### src/rtl/dzcpu_useq_if.sv
// dzcpu_useq_if: memory, flow-LUT, ucode-ROM and datapath signals of the micro-sequencer.
// oUopErr exists only when DZCPU_USEQ_WATCHDOG_EN is defined.
interface dzcpu_useq_if #(parameter int UOP_W = 12);
  logic             oFetchReq;
  logic             iMemValid;
  logic [7:0]       iMemData;
  logic [7:0]       oLutMop;
  logic             oCbSel;
  logic [7:0]       iLutIdx;
  logic [7:0]       iCbLutIdx;
  logic [7:0]       oUopAddr;
  logic [UOP_W-1:0] iUop;
  logic             oUopValid;
  logic             iStall;
  logic             iFlagZ;
  logic             oPcInc;
  logic             oInstrDone;
  logic             oBusy;
`ifdef DZCPU_USEQ_WATCHDOG_EN
  logic             oUopErr;
`endif
  modport master (
`ifdef DZCPU_USEQ_WATCHDOG_EN
    output oUopErr,
`endif
    output oFetchReq, oLutMop, oCbSel, oUopAddr, oUopValid, oPcInc, oInstrDone, oBusy,
    input  iMemValid, iMemData, iLutIdx, iCbLutIdx, iUop, iStall, iFlagZ
  );
  modport slave (
`ifdef DZCPU_USEQ_WATCHDOG_EN
    input  oUopErr,
`endif
    input  oFetchReq, oLutMop, oCbSel, oUopAddr, oUopValid, oPcInc, oInstrDone, oBusy,
    output iMemValid, iMemData, iLutIdx, iCbLutIdx, iUop, iStall, iFlagZ
  );
endinterface

### src/rtl/dzcpu_useq.sv
// dzcpu_useq: micro-program sequencer (fetch, LUT decode with 0xCB two-level dispatch, ucode stepping).
// Define DZCPU_USEQ_WATCHDOG_EN to bound each instruction to MAX_UOPS issued uops and flag oUopErr.
module dzcpu_useq #(
  parameter int         UOP_W    = 12,
  parameter logic [4:0] JCB_OP   = 5'h1F,
  parameter int         MAX_UOPS = 32
) (
  input  logic          iClock,
  input  logic          iReset,
  dzcpu_useq_if.master  bus
);
  typedef enum logic [1:0] {S_FETCH, S_DECODE, S_EXEC} state_t;
  state_t     r_state, w_next;
  logic [7:0] r_upc, r_op;
  logic       r_cb;
  logic [2:0] w_flow;
  logic [4:0] w_opf;
  logic       w_adv, w_inc, w_eof, w_jcb, w_done;
`ifdef DZCPU_USEQ_WATCHDOG_EN
  localparam logic [5:0] WD_LAST = 6'(MAX_UOPS - 1);
  logic [5:0] r_cnt;
  logic       r_err, w_wd;
`endif
  assign w_flow = bus.iUop[UOP_W-1 -: 3];
  assign w_opf  = bus.iUop[UOP_W-4 -: 5];
  always_comb begin
    w_adv  = (r_state == S_EXEC) && !bus.iStall;
    w_inc  = w_adv && (w_flow == 3'd1 || w_flow == 3'd3);
    w_eof  = w_adv && (w_flow == 3'd2 || w_flow == 3'd3 || (w_flow == 3'd4 && bus.iFlagZ));
    w_jcb  = w_adv && (w_opf == JCB_OP);
    w_done = w_eof && !w_jcb;
`ifdef DZCPU_USEQ_WATCHDOG_EN
    // the last budgeted uop forces completion even over a CB jump
    w_wd   = w_adv && (r_cnt == WD_LAST) && !w_done;
    w_jcb  = w_jcb && !w_wd;
    w_done = w_done || w_wd;
`endif
    w_next = (r_state == S_FETCH)  ? (bus.iMemValid ? S_DECODE : S_FETCH) :
             (r_state == S_DECODE) ? S_EXEC :
             w_jcb                 ? S_DECODE :
             w_done                ? S_FETCH : S_EXEC;
  end
  always_ff @(posedge iClock or negedge iReset)
    if (!iReset) r_state <= S_FETCH;
    else         r_state <= w_next;
  always_ff @(posedge iClock or negedge iReset) begin
    if (!iReset) begin
      r_upc <= '0;
      r_op  <= '0;
      r_cb  <= 1'b0;
    end else begin
      if (r_state == S_FETCH && bus.iMemValid) begin
        r_op <= bus.iMemData;
        r_cb <= 1'b0;
      end
      if (r_state == S_DECODE) r_upc <= r_cb ? bus.iCbLutIdx : bus.iLutIdx;
      if (w_jcb) begin
        r_op <= bus.iMemData;
        r_cb <= 1'b1;
      end else if (w_done) r_cb <= 1'b0;
      else if (w_adv) r_upc <= r_upc + 8'd1;
    end
  end
`ifdef DZCPU_USEQ_WATCHDOG_EN
  always_ff @(posedge iClock or negedge iReset) begin
    if (!iReset) begin
      r_cnt <= '0;
      r_err <= 1'b0;
    end else begin
      r_cnt <= (r_state == S_FETCH) ? 6'd0 : r_cnt + 6'(w_adv);
      if (w_wd) r_err <= 1'b1;
    end
  end
  assign bus.oUopErr = r_err;
`endif
  // the reset term keeps the fetch request low while reset is held
  assign bus.oFetchReq  = iReset && (r_state == S_FETCH);
  assign bus.oLutMop    = r_op;
  assign bus.oCbSel     = r_cb;
  assign bus.oUopAddr   = r_upc;
  assign bus.oUopValid  = w_adv;
  assign bus.oPcInc     = w_inc;
  assign bus.oInstrDone = w_done;
  assign bus.oBusy      = (r_state != S_FETCH);
endmodule
### src/flat_wrapper.sv
// flat-port wrapper written by rule: the top's interface ports become plain ports
module dzcpu_useq_flat 
#(
  parameter int         UOP_W    = 12,
  parameter logic [4:0] JCB_OP   = 5'h1F,
  parameter int         MAX_UOPS = 32
)
  (iClock, iReset, bus_oFetchReq, bus_oLutMop, bus_oCbSel, bus_oUopAddr, bus_oUopValid, bus_oPcInc, bus_oInstrDone, bus_oBusy, bus_iMemValid, bus_iMemData, bus_iLutIdx, bus_iCbLutIdx, bus_iUop, bus_iStall, bus_iFlagZ);
  dzcpu_useq_if #(.UOP_W(UOP_W)) bus_i ();
  input  logic iClock;
  input  logic iReset;
  output wire logic [$bits(bus_i.oFetchReq)-1:0] bus_oFetchReq;
  output wire logic [$bits(bus_i.oLutMop)-1:0] bus_oLutMop;
  output wire logic [$bits(bus_i.oCbSel)-1:0] bus_oCbSel;
  output wire logic [$bits(bus_i.oUopAddr)-1:0] bus_oUopAddr;
  output wire logic [$bits(bus_i.oUopValid)-1:0] bus_oUopValid;
  output wire logic [$bits(bus_i.oPcInc)-1:0] bus_oPcInc;
  output wire logic [$bits(bus_i.oInstrDone)-1:0] bus_oInstrDone;
  output wire logic [$bits(bus_i.oBusy)-1:0] bus_oBusy;
  input wire logic [$bits(bus_i.iMemValid)-1:0] bus_iMemValid;
  input wire logic [$bits(bus_i.iMemData)-1:0] bus_iMemData;
  input wire logic [$bits(bus_i.iLutIdx)-1:0] bus_iLutIdx;
  input wire logic [$bits(bus_i.iCbLutIdx)-1:0] bus_iCbLutIdx;
  input wire logic [$bits(bus_i.iUop)-1:0] bus_iUop;
  input wire logic [$bits(bus_i.iStall)-1:0] bus_iStall;
  input wire logic [$bits(bus_i.iFlagZ)-1:0] bus_iFlagZ;
  assign bus_oFetchReq = bus_i.oFetchReq;
  assign bus_oLutMop = bus_i.oLutMop;
  assign bus_oCbSel = bus_i.oCbSel;
  assign bus_oUopAddr = bus_i.oUopAddr;
  assign bus_oUopValid = bus_i.oUopValid;
  assign bus_oPcInc = bus_i.oPcInc;
  assign bus_oInstrDone = bus_i.oInstrDone;
  assign bus_oBusy = bus_i.oBusy;
  assign bus_i.iMemValid = bus_iMemValid;
  assign bus_i.iMemData = bus_iMemData;
  assign bus_i.iLutIdx = bus_iLutIdx;
  assign bus_i.iCbLutIdx = bus_iCbLutIdx;
  assign bus_i.iUop = bus_iUop;
  assign bus_i.iStall = bus_iStall;
  assign bus_i.iFlagZ = bus_iFlagZ;
  dzcpu_useq #(.UOP_W(UOP_W), .JCB_OP(JCB_OP), .MAX_UOPS(MAX_UOPS)) u_core (.iClock(iClock), .iReset(iReset), .bus(bus_i));
endmodule
### config.mk
export PLATFORM = sky130hd
export DESIGN_NAME = dzcpu_useq_flat
export DESIGN_NICKNAME = d
export VERILOG_FILES = /design/src/rtl/dzcpu_useq_if.sv /design/src/rtl/dzcpu_useq.sv /design/src/flat_wrapper.sv
export SDC_FILE = /design/constraint.sdc
export NUM_CORES = 1
export LEC_CHECK = 0
export ABC_AREA = 1
export CORE_ASPECT_RATIO = 0.7
export CORE_MARGIN = 5
export CORE_UTILIZATION = 39
export DETAILED_ROUTE_END_ITERATION = 7
export PLACE_DENSITY = 0.8
export SETUP_SLACK_MARGIN = 0.2
export SYNTH_ARGS = -nofsm -noshare
export SYNTH_HDL_FRONTEND = slang
export SYNTH_SLANG_ARGS = --single-unit
### constraint.sdc
create_clock -name iClock -period 1.5 [get_ports iClock]
set_input_delay 0.375 -clock iClock [delete_from_list [all_inputs] [get_ports iClock]]
set_output_delay 0.375 -clock iClock [all_outputs]
set_load 0.01 [all_outputs]
After elaboration in Yosys (flattened, before gate mapping)
Cells that the tools add are included.
- add/sub/neg operators: 1
- multiply operators: 0
- divide/modulo/power cells: 0
- magnitude comparators: 0
- equality and inequality tests: 7
- shifts and indexed selects: 0
- multiplexer cells: 15
- bitwise operators: 0
- reduce and logical (&&, ||, !) cells: 17
- operator list (kind ; number):
    $mux W8 ; 7
    $add A8 B1 Y8 const B ; 1
    $logic_and A1 B1 Y1 ; 8
    $mux W2 ; 4
    $eq A3 B2 Y1 const B ; 2
    $eq A5 B5 Y1 const B ; 1
    $mux W1 ; 4
    $reduce_bool A2 Y1 ; 2
    $eq A3 B1 Y1 const B ; 1
    $eq A3 B3 Y1 const B ; 1
    $logic_or A1 B1 Y1 ; 3
    $reduce_bool A3 Y1 ; 1
    $eq A2 B1 Y1 const B ; 1
    $eq A2 B2 Y1 const B ; 1
    $logic_not A1 Y1 ; 2
    $logic_not A2 Y1 ; 1
- flip-flop bits (word level): 19
- latch bits: 0
- RAM bits: 0
- ROM bits: 0
- output and inout bits: 22
- word-level logic and storage cells: 44
- memories kept: 0

Depth between registers and ports, before layout
Gate-level depths: netlist of the first run.
- depth after elaboration: 9
- gate-level depth with buffers: 8
- depth with buffers taken out: 8

Worst setup path after synthesis of the first run
OpenSTA, ideal clock, no wires.
- kind: input to output
- from: input bus_iUop[7]
- to: output bus_oInstrDone
- data arrival time: 1.062 ns
- path slack: 0.063 ns
- cell stages on the path: 5
- path buffers: 0
- path through: nand2_1 nor2_1 nand2_1 nor2_1 nor2_1
- longest elaborated chain between the ends: 4
- ends and longest elaborated chain (what ; RTL line ; text):
    start, declared ; flat_wrapper.sv:24 ; input wire logic [$bits(bus_i.iUop)-1:0] bus_iUop;
    $eq A5 B5 Y1 ; dzcpu_useq.sv:30 ; w_jcb = w_adv && (w_opf == JCB_OP);
    $logic_and A1 B1 Y1 ; dzcpu_useq.sv:30 ;
    $logic_not A1 Y1 ; dzcpu_useq.sv:31 ; w_done = w_eof && !w_jcb;
    $logic_and A1 B1 Y1 ; dzcpu_useq.sv:31 ;
    end, declared ; flat_wrapper.sv:18 ; output wire logic [$bits(bus_i.oInstrDone)-1:0] bus_oInstrDone;
Every way passes these cells.

Worst setup path in the final report of the first run
- from: register u_core.r_state[1]
- to: output bus_oInstrDone
- longest elaborated chain between the ends: 5
- elaborated cells between the ends (all ways): 6
- ends and longest elaborated chain (what ; RTL line ; text):
    start, declared ; dzcpu_useq.sv:13 ; state_t r_state, w_next;
    start signal, assigned ; dzcpu_useq.sv:45 ; else r_state <= w_next;
    $eq A2 B2 Y1 * ; dzcpu_useq.sv:27 ; w_adv = (r_state == S_EXEC) && !bus.iStall;
    $logic_and A1 B1 Y1 * ; dzcpu_useq.sv:27 ;
    $logic_and A1 B1 Y1 ; dzcpu_useq.sv:30 ;
    $logic_not A1 Y1 ; dzcpu_useq.sv:31 ;
    $logic_and A1 B1 Y1 * ; dzcpu_useq.sv:31 ;
Every way passes the cells marked *; elsewhere a longest branch is shown, timed or not.

==> summary.md, run 1 <==
| Metric | Value |
|---|---|
| Total CTS buffers | `3` |
| Residual DRC count | `0` |
| Final setup viols | `12` |
| Antenna violations before repair | `0` |
| Ant diodes | `0` |
| First-pass GRT wire length | `7230 microns` |
| Longest Clk Path Bufs | `2` |
| Clock Latency Late Sink | `0.26 ns` |
| CTS clock-pin slew for the worst setup and hold paths | `0.07 ns` |
| Starting Density | `0.396` |
| Failing checks | `setup timing` |
| Number of flops mapped to enable cells by yosys | `0` |
| Crit Path Category | `flip-flop to output pin` |
| Count of warnings emitted by yosys | `0` |
| Vias in the first global route | `1591` |
| WP data required | `1.12 ns` |
| Synthesized flop and latch total | `19` |
| Unique cell type count in the Yosys netlist | `24` |
| Root Buffer Master | `clkbuf_8` |
| Fmax | `0.611 GHz` |
| H-tree levels | `1` |
| Slowest cell on the critical path | `dfrtp_1` |
| Top Ports | `63` |
| Standard-cell rows | `17` |
| Cell taking the most area after synthesis | `dfrtp_1` |
| Crit path launch type | `flip-flop` |
| Drt via density | `5.37` |
| 1st-pass router iterations | `5` |
| RSZ-0062 raised after global routing | `true` |
| Relative slew slack | `0.823` |
| Hold WC Path Type | `primary input to async pin` |
| Tightest Pin Transition | `0.265 ns` |
| Asr flop ratio synth | `1.00` |
| Final Skew | `0.00449 ns` |
| Post-Syn Area per Cell | `7.05 sq um` |
| Maximum vdd drop | `0.741 mV` |
| Antenna Nets Post-Route | `0` |
| Core area | `3080 sq um` |
| Critical path capture point type | `output pin` |
| Die ar. | `4360 sq um` |
| DRT iter0 DRCs | `167` |
| Synth top area share | `0.390` |
| Hpwl dp | `2750 microns` |
| Final net count | `323` |
| Synth Cell Area | `1220 sq um` |
| GRT Total Usage | `0.204` |
| RePlAce Congestion | `0.795` |
| Final setup TNS | `-0.490 ns` |
| GRT overflow | `0` |
| WL/cell | `16.7 microns` |
| Top FF cell, synth | `dfrtp_1` |
| Post-Route WL | `5300 microns` |
| Die Ht | `56.8 microns` |
| Final Hold Viols | `0` |
| Status | `finished with violations` |
| Max_cap viols | `0` |
| CTS Sinks | `19` |
| # port buffers | `58` |
| CTS tree | `yes` |
| Die width | `76.8 microns` |
| Total power | `3.68 mW` |
| Share of layout cells above drive strength 1 | `0.339` |
| Area grow syn2layout | `95.7%` |
| Syn nets | `215` |
| Top cells by area, synth | `dfrtp_1 39%, nand2_1 20%, nand3_1 6.6%` |
| Max stage delay on crit path | `0.40 ns` |
| Pins Over Slew Limit | `0` |
| Routed vias | `1708` |
| Cell chain of the critical path | `buf_6 -> nand2_4 -> nor2_8 -> nand2_4 -> nor2_4 -> buf_6` |
| Period utilisation layout | `1.09` |
| Fin util | `0.774` |
| Post-route minimum period | `1.64 ns` |
| Leakage | `1.20 nW` |
| FILL cells | `198` |
| Pre-CTS setup slack | `-0.734 ns` |
| Worst EP arrival | `1.26 ns` |
| CP Max Fanout | `3` |
| Largest net degree at the start of global routing | `20` |
| Hold-fix buffers at CTS | `0` |
| PnR worst setup slack | `-0.136 ns` |
| Power per cell area | `1540 nW/um^2` |
| Syn Inst Count | `173` |
| Sequential share of the synthesized area | `0.390` |
cell usage in the layout, fill, tap and decap left out, types with 3 or more instances in the layout:
| master | count |
|---|---|
| buf_6 | 15 |
| inv_1 | 14 |
| a21oi_1 | 3 |
| inv_2 | 6 |
| o21ai_2 | 6 |
| clkbuf_8 | 3 |
| nor2_1 | 18 |
| nand3_1 | 13 |
| clkdlybuf4s15_1 | 16 |
| buf_2 | 5 |
| buf_4 | 32 |
| nand2_1 | 57 |
| dfrtp_1 | 19 |
| clkdlybuf4s50_1 | 26 |
| dlygate4sd2_1 | 6 |
| o21ai_1 | 3 |
| nand2_4 | 4 |
| nand2_2 | 6 |
| nor2_4 | 5 |
| nand3_4 | 5 |
final timing paths:
kind,from,endpoint,slack (ns),depth (start not counted)
min in group iClock,u_core.bus.oLutMop[4]$_DFFE_PN0P_,u_core.bus.oLutMop[4]$_DFFE_PN0P_,0.51,2
hold reg to reg,u_core.bus.oLutMop[4]$_DFFE_PN0P_,u_core.bus.oLutMop[4]$_DFFE_PN0P_,0.51,2
hold / removal,iReset,u_core.r_state[0]$_DFF_PN0_,0.47,2
setup reg to reg,u_core.r_state[1]$_DFF_PN0_,u_core.bus.oUopAddr[5]$_DFF_PN0_,-0.05,9
setup / recovery,u_core.r_state[1]$_DFF_PN0_,bus_oInstrDone,-0.14,6
max in group asynchronous,iReset,u_core.bus.oCbSel$_DFFE_PN0P_,0.83,2
through the flow:
step           hold WS [ns]  std cells  area [sq um]
5_1_grt               0.497        318          2390
4_1_cts               0.482        314          2280
6_report              0.473        318          2390
2_1_floorplan        0.0794        173          1250
3_3_place_gp          0.491        290          2030
3_5_place_dp          0.494        290          2030
layout make-up:
class,instances,area [sq um],area share
clock buffer,4,45.0,0.0189
multi-input combinational,135,812,0.340
sequential,19,475,0.199
timing repair buffer,102,932,0.390
inverter,20,75.1,0.0314
tap,38,47.5,0.0199
registers in the layout (all words and copies together), names as in the netlist:
| signal | cells |
|---|---|
| u_core.bus.oCbSel | 1 |
| u_core.r_state | 2 |
| u_core.bus.oLutMop | 8 |
| u_core.bus.oUopAddr | 8 |
timing repair:
action | in CTS | in global routing
pin swaps | 27 | 10
resized for setup | 99 | 27
setup endpoints to repair | 41 | 35
cloned | 4 | 0
endpoints found under the hold margin | 0 | 0
setup buffers | 16 | 4
kinds of logic (layout without fill, tap and decap cells):
logic type,after synthesis,after routing,share of synthesized area
and+or+nand+nor,111,115,0.430
buffers and inverters,23,126,0.0810
xor gates and xnor gates,3,3,0.0215
AOI/OAI and AO/OA,16,16,0.0677
adders and majority gates,1,1,0.0103
DFF,19,19,0.390
Yosys cell counts, types with 2 or more instances:
| cell | number |
|---|---|
| dfrtp_1 | 19 |
| nand2_1 | 64 |
| o21ai_1 | 3 |
| nand3_2 | 2 |
| nor2_1 | 21 |
| inv_1 | 19 |
| a21oi_1 | 3 |
| nand3_1 | 16 |
| xor2_1 | 2 |
| o21ai_0 | 8 |
| nor2_4 | 2 |
| o22ai_1 | 2 |
layer usage:
metal / wire, microns / track usage
met1: 1930 / 0.241
met2: 2710 / 0.358
met3: 472 / 0.0433
met4: 185 / 0.0848
met5: 0 / 0
report_power, final:
group / switching [mW] / total (mW) / internal (mW) / leakage, nW
sequential: 0.156 / 0.900 / 0.744 / 0.234
clock: 0.171 / 0.360 / 0.189 / 0.0228
combinational: 1.28 / 2.42 / 1.14 / 0.940
worst max-delay path, delay by kind of cell, from the launching register on:
| family | cells | cell delay [ns] |
|---|---|---|
| buffers and inverters | 2 | 0.25 |
| AND/OR/NAND/NOR | 4 | 0.34 |
| flip-flops | 1 | 0.40 |
No activity file was read; power rests on OpenSTA's default activity.
==> run 2, diff against run 1 <==
--- a/config.mk
+++ b/config.mk
@@ -5,13 +5,13 @@
 export SDC_FILE = /design/constraint.sdc
 export NUM_CORES = 1
 export LEC_CHECK = 0
-export ABC_AREA = 1
 export CORE_ASPECT_RATIO = 0.7
 export CORE_MARGIN = 5
-export CORE_UTILIZATION = 39
+export CORE_UTILIZATION = 38
 export DETAILED_ROUTE_END_ITERATION = 7
 export PLACE_DENSITY = 0.8
 export SETUP_SLACK_MARGIN = 0.2
 export SYNTH_ARGS = -nofsm -noshare
 export SYNTH_HDL_FRONTEND = slang
 export SYNTH_SLANG_ARGS = --single-unit
+export TNS_END_PERCENT = 50
==> summary.md, run 2 <==
| Metric | Value |
|---|---|
| Status | `finished with violations (unchanged)` |
| Failing checks | `setup timing (unchanged)` |
| Tightest Pin Transition | `0.385 ns (was 0.265 ns)` |
| Standard-cell rows | `16 (was 17)` |
| Final net count | `248 (was 323)` |
| Post-Route WL | `4940 microns (was 5300 microns)` |
| Starting Density | `0.402 (was 0.396)` |
| Routed vias | `1369 (was 1708)` |
| M3 GR Usage | `0.0415 (was 0.0433)` |
| Top cells by area, synth | `dfrtp_1 42%, mux2_2 9.9%, mux2i_1 5.3% (was dfrtp_1 39%, nand2_1 20%, nand3_1 6.6%)` |
| GRT overflow | `0 (unchanged)` |
| Post-route minimum period | `1.90 ns (was 1.64 ns)` |
| RSZ-0062 raised after global routing | `true (unchanged)` |
| Most frequent cells in the layout | `30 x clkdlybuf4s50_1, 26 x buf_4, 18 x dfrtp_1, 11 x buf_6 (was 57 x nand2_1, 32 x buf_4, 26 x clkdlybuf4s50_1, 19 x dfrtp_1, 18 x nor2_1)` |
| Hold-fix buffers at CTS | `0 (unchanged)` |
| Die width | `75.4 microns (was 76.8 microns)` |
| Max stage delay on crit path | `0.45 ns (was 0.40 ns)` |
| Slowest cell on the critical path | `or3b_4 (was dfrtp_1)` |
| GR Util met1 | `0.283 (was 0.241)` |
| Power per cell area | `1580 nW/um^2 (was 1540 nW/um^2)` |
| Synth Cell Area | `1140 sq um (was 1220 sq um)` |
| Longest Clk Path Bufs | `2 (unchanged)` |
| Total CTS buffers | `3 (unchanged)` |
| Worst EP arrival | `1.52 ns (was 1.26 ns)` |
| GRT Total Usage | `0.220 (was 0.204)` |
| First-pass GRT wire length | `7040 microns (was 7230 microns)` |
| Syn Inst Count | `111 (was 173)` |
| Drt via density | `5.68 (was 5.37)` |
| Maximum vdd drop | `0.912 mV (was 0.741 mV)` |
| Ant diodes | `0 (unchanged)` |
| Placed Instances | `228 (was 290)` |
| Antenna Nets Post-Route | `0 (unchanged)` |
| Cell chain of the critical path | `dlygate4sd2_1 -> or3b_4 -> buf_6 -> nor3b_2 -> buf_2 (was buf_6 -> nand2_4 -> nor2_8 -> nand2_4 -> nor2_4 -> buf_6)` |
| Internal Power | `2.11 mW (was 2.07 mW)` |
| Sequential share of the synthesized area | `0.419 (was 0.390)` |
| Top FF cell, synth | `dfrtp_1 (unchanged)` |
| Fmax | `0.527 GHz (was 0.611 GHz)` |
| Met2 Track Usage GR | `0.365 (was 0.358)` |
| Die Ht | `55.7 microns (was 56.8 microns)` |
| Sw frac | `0.388 (was 0.437)` |
| Root Buffer Master | `clkbuf_8 (unchanged)` |
| H-tree levels | `1 (unchanged)` |
| Placed Area | `1950 sq um (was 2030 sq um)` |
| DRT iter0 DRCs | `114 (was 167)` |
| CTS tree | `yes (unchanged)` |
| Antenna violations before repair | `0 (unchanged)` |
| Vias in the first global route | `1342 (was 1591)` |
| Commonest non-fill, non-tap cell in the layout | `clkdlybuf4s50_1 (was nand2_1)` |
| Final Skew | `0.000581 ns (was 0.00449 ns)` |
| Synthesized flop and latch total | `19 (unchanged)` |
| Period utilisation layout | `1.27 (was 1.09)` |
| Final Hold Viols | `0 (unchanged)` |
| CP Max Fanout | `2 (was 3)` |
| Final instance area | `2180 sq um (was 2390 sq um)` |
| Max_cap viols | `0 (unchanged)` |
| Residual DRC count | `0 (unchanged)` |
| Sequential share of power | `0.283 (was 0.244)` |
| WP data required | `1.12 ns (about the same)` |
| Asr flop ratio synth | `1.00 (unchanged)` |
| Synth top area share | `0.419 (was 0.390)` |
| Final Non-Filler Cells | `241 (was 318)` |
| Hold WC Path Type | `primary input to async pin (unchanged)` |
| 1st-pass router iterations | `4 (was 5)` |
| Critical path capture point type | `output pin (unchanged)` |
| Hpwl dp | `3060 microns (was 2750 microns)` |
| PnR worst setup slack | `-0.398 ns (was -0.136 ns)` |
| WL/cell | `20.5 microns (was 16.7 microns)` |
| Grt peak-use layer | `met2 (unchanged)` |
| Share of layout cells above drive strength 1 | `0.420 (was 0.339)` |
| Die ar. | `4200 sq um (was 4360 sq um)` |
| Final setup TNS | `-5.10 ns (was -0.490 ns)` |
| Final setup viols | `21 (was 12)` |
| Crit path launch type | `primary input (was flip-flop)` |
| Syn nets | `153 (was 215)` |
| Clock power share | `0.107 (was 0.098)` |
| Top-count cell post-synth | `dfrtp_1 (was nand2_1)` |
| CTS Sinks | `19 (unchanged)` |
| CTS clock-pin slew for the worst setup and hold paths | `0.07 ns (about the same)` |
| Count of warnings emitted by yosys | `0 (unchanged)` |
| Largest net degree at the start of global routing | `20 (unchanged)` |
| Crit Path Category | `primary input to output pin (was flip-flop to output pin)` |
| Cell taking the most area after synthesis | `dfrtp_1 (unchanged)` |
| Relative slew slack | `0.743 (was 0.823)` |
| Unique cell type count in the Yosys netlist | `40 (was 24)` |
| Clock Latency Late Sink | `0.26 ns (about the same)` |
| Pins Over Slew Limit | `0 (unchanged)` |
| Sw Pwr | `1.34 mW (was 1.61 mW)` |
| # port buffers | `58 (unchanged)` |
| RePlAce Congestion | `0.855 (was 0.795)` |
| Core area | `2820 sq um (was 3080 sq um)` |
| Top Ports | `63 (unchanged)` |
| Post-Syn Area per Cell | `10.2 sq um (was 7.05 sq um)` |
| Number of flops mapped to enable cells by yosys | `0 (unchanged)` |
| Commonest cells post-synth | `19 x dfrtp_1, 10 x mux2_2, 10 x nor2_1, 7 x a211oi_1, 7 x nand2_1 (was 64 x nand2_1, 21 x nor2_1, 19 x dfrtp_1, 19 x inv_1, 16 x nand3_1)` |
| Area grow syn2layout | `92.1% (was 95.7%)` |
| Comb power frac | `0.610 (was 0.658)` |
| Leakage | `0.982 nW (was 1.20 nW)` |
run 2: cell count changes after synthesis, sizes merged, moves of 6 or more:
cell    previous run  this run
mux2i              0         6
nand2             66         7
nor2              24        10
nand3             19         6
inv               20         3
o21ai             11         3
a211oi             0         7
mux2               0        10
run 2: critical path, delay by kind of cell:
kind                   cells  cell delay [ns]
and+or+nand+nor            2             0.58
buffers and inverters      3             0.56
run 2: path summary, 6_finish.rpt:
check                                             startpoint  cells after the start  slack (ns)                                end
setup reg to reg                 u_core.r_state[0]$_DFF_PN0_                      7       -0.38   u_core.bus.oUopAddr[7]$_DFF_PN0_
max in group asynchronous                             iReset                      2        1.00   u_core.bus.oUopAddr[3]$_DFF_PN0_
hold reg to reg            u_core.bus.oLutMop[0]$_DFFE_PN0P_                      1        0.51  u_core.bus.oLutMop[0]$_DFFE_PN0P_
min in group iClock        u_core.bus.oLutMop[0]$_DFFE_PN0P_                      1        0.51  u_core.bus.oLutMop[0]$_DFFE_PN0P_
setup / recovery                                  bus_iStall                      5       -0.40                         bus_oPcInc
hold / removal                                        iReset                      2        0.28  u_core.bus.oLutMop[0]$_DFFE_PN0P_
run 2: repair_timing:
item | in CTS | in global routing
gates resized for setup | 104 | 15
pin swaps | 8 | 6
endpoints found under the setup margin | 41 | 32
buffers inserted | 4 | 5
run 2: through the flow:
stage	total power [mW]	setup WS, ns	hold WS (ns)	util
after floorplan	1.73	-0.262	0.0794	-
after detailed placement	2.74	-1.10	0.495	0.691
after global routing	3.61	-0.449	0.305	0.773
after CTS	3.29	-0.423	0.273	0.757
after global placement	2.67	-0.991	0.487	0.691
final	3.45	-0.398	0.278	0.773
run 2: layout make-up:
| cell class | instances | area (sq um) |
|---|---|---|
| repair buffers | 93 | 821 |
| multi-input cells | 85 | 767 |
| fillers | 176 | 641 |
| flip-flops and latches | 19 | 477 |
| clock buffers | 4 | 45.0 |
| well taps | 36 | 45.0 |
| inverters | 4 | 27.5 |
run 2: cell families after synthesis:
| logic type | synth area share |
|---|---|
| compound gates | 0.181 |
| simple gates | 0.204 |
| buf+inv | 0.0341 |
| fa+ha+maj | 0.0110 |
| flops | 0.419 |
| mux | 0.152 |
run 2: power by group through the flow:
stage               logic, mW  clock network, mW  registers (mW)
floorplan               0.691                  0            1.04
global placement         1.73                  0           0.940
detailed placement       1.78                  0           0.957
CTS                      1.96              0.367           0.958
global route             2.23              0.378            1.01
finish                   2.11              0.368           0.978
run 2: routing by layer:
metal | up-vias | wire, microns
met1 | 684 | 2070
met5 | - | 0
met4 | 0 | 102
met3 | 13 | 311
li1 | 609 | -
met2 | 63 | 2450
==> run 3, diff against run 2 <==
--- a/config.mk
+++ b/config.mk
@@ -5,11 +5,11 @@
 export SDC_FILE = /design/constraint.sdc
 export NUM_CORES = 1
 export LEC_CHECK = 0
-export CORE_ASPECT_RATIO = 0.7
-export CORE_MARGIN = 5
-export CORE_UTILIZATION = 38
+export CORE_MARGIN = 2
+export CORE_UTILIZATION = 40
+export CTS_BUF_LIST = sky130_fd_sc_hd__clkbuf_4 sky130_fd_sc_hd__clkbuf_8
 export DETAILED_ROUTE_END_ITERATION = 7
-export PLACE_DENSITY = 0.8
+export PLACE_DENSITY = 0.84
 export SETUP_SLACK_MARGIN = 0.2
 export SYNTH_ARGS = -nofsm -noshare
 export SYNTH_HDL_FRONTEND = slang
==> summary.md, run 3 (synthesis results as in run 2) <==
| Metric | Value |
|---|---|
| Longest Clk Path Bufs | `2 (unchanged)` |
| CTS clock-pin slew for the worst setup and hold paths | `0.12 ns (was 0.07 ns)` |
| PnR worst setup slack | `-0.436 ns (was -0.398 ns)` |
| Crit Path Category | `flip-flop to output pin (was primary input to output pin)` |
| Clock Latency Late Sink | `0.31 ns (was 0.26 ns)` |
| CP Max Fanout | `3 (was 2)` |
| GRT overflow | `0 (unchanged)` |
| Die ar. | `3280 sq um (was 4200 sq um)` |
| Critical path capture point type | `output pin (unchanged)` |
| Reg2reg setup slack | `-0.33 ns (was -0.38 ns)` |
| Fmax | `0.516 GHz (was 0.527 GHz)` |
| Die Ht | `57.3 microns (was 55.7 microns)` |
| Tightest Pin Transition | `0.365 ns (was 0.385 ns)` |
| GRT Total Usage | `0.248 (was 0.220)` |
| Routed vias | `1321 (was 1369)` |
| Vias in the first global route | `1380 (was 1342)` |
| Maximum vdd drop | `1.26 mV (was 0.912 mV)` |
| Worst EP arrival | `1.56 ns (was 1.52 ns)` |
| Area grow syn2layout | `80.8% (was 92.1%)` |
| Antenna violations before repair | `0 (unchanged)` |
| Antenna Nets Post-Route | `0 (unchanged)` |
| Final net count | `243 (was 248)` |
| Die width | `57.3 microns (was 75.4 microns)` |
| Hold WC Path Type | `primary input to async pin (unchanged)` |
| Sw frac | `0.397 (was 0.388)` |
| Comb power frac | `0.614 (was 0.610)` |
| Standard-cell rows | `19 (was 16)` |
| Drt via density | `5.72 (was 5.68)` |
| Final Skew | `0.00362 ns (was 0.000581 ns)` |
| # port buffers | `58 (unchanged)` |
| RePlAce Congestion | `0.858 (was 0.855)` |
| Power per cell area | `1550 nW/um^2 (was 1580 nW/um^2)` |
| Post-route minimum period | `1.94 ns (was 1.90 ns)` |
| R2r endpoint | `u_core.bus.oUopAddr[3]$_DFF_PN0_ (was u_core.bus.oUopAddr[7]$_DFF_PN0_)` |
| Commonest non-fill, non-tap cell in the layout | `clkdlybuf4s50_1 (unchanged)` |
| Clock power share | `0.087 (was 0.107)` |
| Period utilisation layout | `1.29 (was 1.27)` |
| Worst flop-to-flop path startpoint | `u_core.r_state[0]$_DFF_PN0_ (unchanged)` |
| Final Hold Viols | `0 (unchanged)` |
| WP data required | `1.12 ns (about the same)` |
| Status | `finished with violations (unchanged)` |
| Total CTS buffers | `3 (unchanged)` |
| Failing checks | `setup timing (unchanged)` |
| Internal Power | `1.92 mW (was 2.11 mW)` |
| Leakage | `0.937 nW (was 0.982 nW)` |
| Pins Over Slew Limit | `0 (unchanged)` |
| Sw Pwr | `1.26 mW (was 1.34 mW)` |
| Top Ports | `63 (unchanged)` |
| Total power | `3.18 mW (was 3.45 mW)` |
| RSZ-0062 raised after global routing | `true (unchanged)` |
| 1st-pass router iterations | `4 (unchanged)` |
| CTS Sinks | `19 (unchanged)` |
| Final setup viols | `24 (was 21)` |
| Routed metal-1 wirelength | `1480 microns (was 2070 microns)` |
| Root Buffer Master | `clkbuf_4 (was clkbuf_8)` |
| Largest net degree at the start of global routing | `20 (unchanged)` |
| Crit path launch type | `flip-flop (was primary input)` |
| Residual DRC count | `0 (unchanged)` |
| WL/cell | `17.7 microns (was 20.5 microns)` |
| Highest routing layer actually used | `met4 (unchanged)` |
| CTS tree | `yes (unchanged)` |
| Hpwl dp | `2780 microns (was 3060 microns)` |
| Max_cap viols | `0 (unchanged)` |
| Hold slack final | `0.441 ns (was 0.278 ns)` |
| First-pass GRT wire length | `6340 microns (was 7040 microns)` |
| H-tree levels | `1 (unchanged)` |
| Starting Density | `0.416 (was 0.402)` |
| Path depth of the worst reg2reg path | `6 (was 7)` |
| WL met3 | `348 microns (was 311 microns)` |
| Sequential share of power | `0.300 (was 0.283)` |
| DR WL met2 | `2210 microns (was 2450 microns)` |
| Relative slew slack | `0.749 (was 0.743)` |
| Core area | `2730 sq um (was 2820 sq um)` |
| Most frequent cells in the layout | `34 x clkdlybuf4s50_1, 21 x buf_2, 21 x buf_4, 19 x dfrtp_1, 9 x buf_6 (was 30 x clkdlybuf4s50_1, 26 x buf_4, 18 x dfrtp_1, 11 x buf_6)` |
| Share of layout cells above drive strength 1 | `0.425 (was 0.420)` |
| Hold-fix buffers at CTS | `0 (unchanged)` |
| DRT iter0 DRCs | `30 (was 114)` |
| Post-Route WL | `4090 microns (was 4940 microns)` |
| Ant diodes | `0 (unchanged)` |
-- run 3: power by group through the flow --
stage / clock network (mW) / registers [mW] / logic (mW)
3_5_place_dp: 0 / 0.954 / 1.75
2_1_floorplan: 0 / 1.04 / 0.691
4_1_cts: 0.283 / 0.944 / 1.84
5_1_grt: 0.311 / 0.983 / 2.07
3_3_place_gp: 0 / 0.937 / 1.69
6_report: 0.276 / 0.954 / 1.95
-- run 3: worst max path at each step --
stage	start	to	slack (ns)
after floorplan	u_core.r_state[0]$_DFF_PN0_	u_core.bus.oUopAddr[6]$_DFF_PN0_	-0.26
after detailed placement	bus_iStall	bus_oInstrDone	-0.99
after global placement	bus_iStall	bus_oInstrDone	-0.97
after CTS	u_core.r_state[0]$_DFF_PN0_	bus_oPcInc	-0.43
after global routing	u_core.r_state[0]$_DFF_PN0_	bus_oPcInc	-0.51
final	u_core.r_state[0]$_DFF_PN0_	bus_oPcInc	-0.44
-- run 3: area by class of cell --
| cell class | instances | area [sq um] |
|---|---|---|
| Multi-Input combinational cell | 85 | 742 |
| Timing Repair Buffer | 88 | 741 |
| Fill cell | 194 | 679 |
| Sequential cell | 19 | 475 |
| Tap cell | 31 | 38.8 |
| Inverter | 4 | 27.5 |
| Clock buffer | 3 | 22.5 |
| Clock inverter | 1 | 7.51 |
-- run 3: timing repair --
action / 4_1_cts / 5_1_grt
setup endpoints to repair: 41 / 31
gates cloned: 1 / 0
gates resized for setup: 120 / 8
pin swaps: 5 / 3
setup buffers: 6 / 2
-- run 3: worst max-delay path: stages, from the launching register on --
cell     delay (ns)
dfrtp_1        0.40
or3b_4         0.42
buf_6          0.14
nor3b_2        0.14
buf_2          0.15
-- run 3: metrics by stage --
step | area [sq um] | setup TNS, ns | std cells | worst slack [ns] | utilization
2_1_floorplan | 1150 | -1.44 | 111 | -0.262 | -
3_3_place_gp | 1910 | -14.93 | 218 | -0.974 | 0.697
3_5_place_dp | 1910 | -15.53 | 218 | -0.988 | 0.697
4_1_cts | 2020 | -4.75 | 229 | -0.431 | 0.737
5_1_grt | 2050 | -6.29 | 231 | -0.505 | 0.751
6_report | 2050 | -5.09 | 231 | -0.436 | 0.751
-- run 3: metal layers --
| metal | vias up | GRT usage |
|---|---|---|
| li1 | 600 | - |
| met1 | 625 | 0.282 |
| met2 | 88 | 0.458 |
| met3 | 8 | 0.0590 |
| met4 | 0 | 0.0731 |
| met5 | - | 0 |
==> edit: new RTL, settings of run 3 <==
The 3 states of `state_t` get a one-hot encoding in 3 bits.
--- a/src/rtl/dzcpu_useq.sv
+++ b/src/rtl/dzcpu_useq.sv
@@ -10,5 +10,5 @@
   dzcpu_useq_if.master  bus
 );
-  typedef enum logic [1:0] {S_FETCH, S_DECODE, S_EXEC} state_t;
+  typedef enum logic [2:0] {S_FETCH = 3'b001, S_DECODE = 3'b010, S_EXEC = 3'b100} state_t;
   state_t     r_state, w_next;
   logic [7:0] r_upc, r_op;
Function: same outputs for any inputs over 10 cycles, from zero or initial values and one cycle with iReset low; not proved beyond that.
==> edit against run 3 <==
  * The flow still finishes with violations (negative setup slack)
  * Area after synthesis down 2.5%
  * Final area is 5.0% lower
  * Setup slack lost 0.049 ns
  * Synthesized cell count fell by 9.0%
  * Routed wire length down 12%
  * Maximum frequency is 2.5% lower
  * Worst hold slack gained 0.022 ns
  * Count of clock-buffer cells in the layout grew 1
  * Final cell count is 5.2% lower
  * Sequential cell count up 1
  * Via count fell by 9.6%
  * First-iteration DRC count up 93%
  * Largest cell class is now buffers
Power is not compared: it rests on default switching activity, and its combinational part moved more than twofold at a synthesized area within 25%.
==> edit: results (changes against run 3) <==
| Metric | Value |
|---|---|
| Grt total ovfl | 0 (unchanged) |
| # setup viols final | 25 (was 24) |
| Top area cells in the synthesized netlist | dfrtp_1 (43%), mux2_2 (9.2%), mux2i_1 (7.2%) (was dfrtp_1 (42%), mux2_2 (9.9%), mux2i_1 (5.3%)) |
| Cts bufs inserted | 3 (unchanged) |
| XOR/XNOR Fraction of Synth Area | 0.007910 (was 0) |
| Final Skew | 0.01790 ns (was 0.003618 ns) |
| Ratio of cells with drive above 1 in the final layout | 0.4309 (was 0.4250) |
| Adder-Cell Fraction of Synth Area | 0.01130 (was 0.01101) |
| Worst Setup Slack, final | -0.4855 ns (was -0.4364 ns) |
| Syn Nets | 143 (was 153) |
| Cell chosen for the clock root | clkbuf_4 (unchanged) |
| Synth cell types | 36 (was 40) |
| Multiplexer area fraction after synthesis | 0.1638 (was 0.1520) |
| Outcome | finished with violations (unchanged) |
| Synth Area in Compound Gates | 0.1548 (was 0.1806) |
| Pre-CTS setup slack | -1.014 ns (was -0.9881 ns) |
| Number of DRC markers in iteration 0 | 58 (was 30) |
| Global Route Usage Sum | 0.2327 (was 0.2481) |
| Crit-path max FO | 3 (unchanged) |
| Nets | 231 (was 243) |
| Pin count of the biggest net entering global routing | 21 (was 20) |
| R2r worst-path depth | 7 (was 6) |
| Seq/Total Area, Yosys | 0.4531 (was 0.4185) |
| Worst path slowest cell | or4b_4 (was or3b_4) |
| GPL Wtd Cong | 0.8908 (was 0.8575) |
| Post-DP Area | 0.001863 mm^2 (was 0.001907 mm^2) |
| Final Non-Filler Cells | 219 (was 231) |
| Placed cells | 207 (was 218) |
| Via count | 1194 (was 1321) |
| Failing checks | negative setup slack (unchanged) |
| Drt wl/cell | 16.47 um (was 17.70 um) |
| Max-Slew Margin vs Limit | 0.8072 (was 0.7495) |
| Ant diodes | 0 (unchanged) |
| First-pass GRT wire length | 5796 um (was 6341 um) |
| Crit path max-delay family | simple AND/OR/NAND/NOR gates (unchanged) |
| Synth Area per Inst | 10.96 um^2 (was 10.24 um^2) |
| Setup total negative slack | -8.896 ns (was -5.095 ns) |
| Synth cell count leaders | dfrtp_1 (19), nand2_1 (10), mux2_2 (9), mux2i_1 (8), o21ai_0 (5) (was dfrtp_1 (19), mux2_2 (10), nor2_1 (10), a211oi_1 (7), nand2_1 (7)) |
| Detailed placement HPWL | 2500 um (was 2781 um) |
| Vias in the first global route | 1257 (was 1380) |
| Data arrival, critical path | 1.61 ns (was 1.56 ns) |
| Crit-path max cell delay | 0.56 ns (was 0.42 ns) |
==> edit: changes by cell type after synthesis, moves of 3 or more <==
cell / before / now
o21ai_0: 2 / 5
a211oi_1: 7 / 3
nor2_1: 10 / 3
nand2_1: 7 / 10
o21a_1: 0 / 3
==> edit: path summary, 6_finish.rpt <==
kind                                              startpoint  slack, ns                           endpoint
max                              u_core.r_state[0]$_DFF_PN1_      -0.49                     bus_oInstrDone
min                                                   iReset       0.46   u_core.bus.oUopAddr[6]$_DFF_PN0_
max reg2reg                      u_core.r_state[0]$_DFF_PN1_      -0.42  u_core.bus.oLutMop[6]$_DFFE_PN0P_
min reg2reg                u_core.bus.oLutMop[2]$_DFFE_PN0P_       0.52  u_core.bus.oLutMop[2]$_DFFE_PN0P_
max in group asynchronous                             iReset       0.75        u_core.r_state[0]$_DFF_PN1_
min in group iClock        u_core.bus.oLutMop[2]$_DFFE_PN0P_       0.52  u_core.bus.oLutMop[2]$_DFFE_PN0P_
==> edit: layer usage <==
layer | global-route usage | vias to the layer above | wire (um)
li1 | - | 556 | -
met1 | 0.2821 | 566 | 1387
met2 | 0.4203 | 65 | 1892
met3 | 0.02535 | 7 | 253
met4 | 0.08503 | 0 | 73
met5 | 0 | - | 0
==> edit: layout make-up <==
| type | instances | area [um^2] |
|---|---|---|
| fill | 204 | 734.5 |
| timing repair buffer | 85 | 724.4 |
| clock buffer | 4 | 30.03 |
| multi-input combinational | 76 | 638.1 |
| inverter | 3 | 18.77 |
| tap | 31 | 38.79 |
| sequential | 20 | 501.7 |
==> edit: what timing repair did <==
item | 4_1_cts | 5_1_grt
endpoints found under the setup margin | 42 | 32
gates resized for setup | 101 | 14
setup buffers | 4 | 3
gates cloned | 1 | 0
pin swaps | 6 | 5
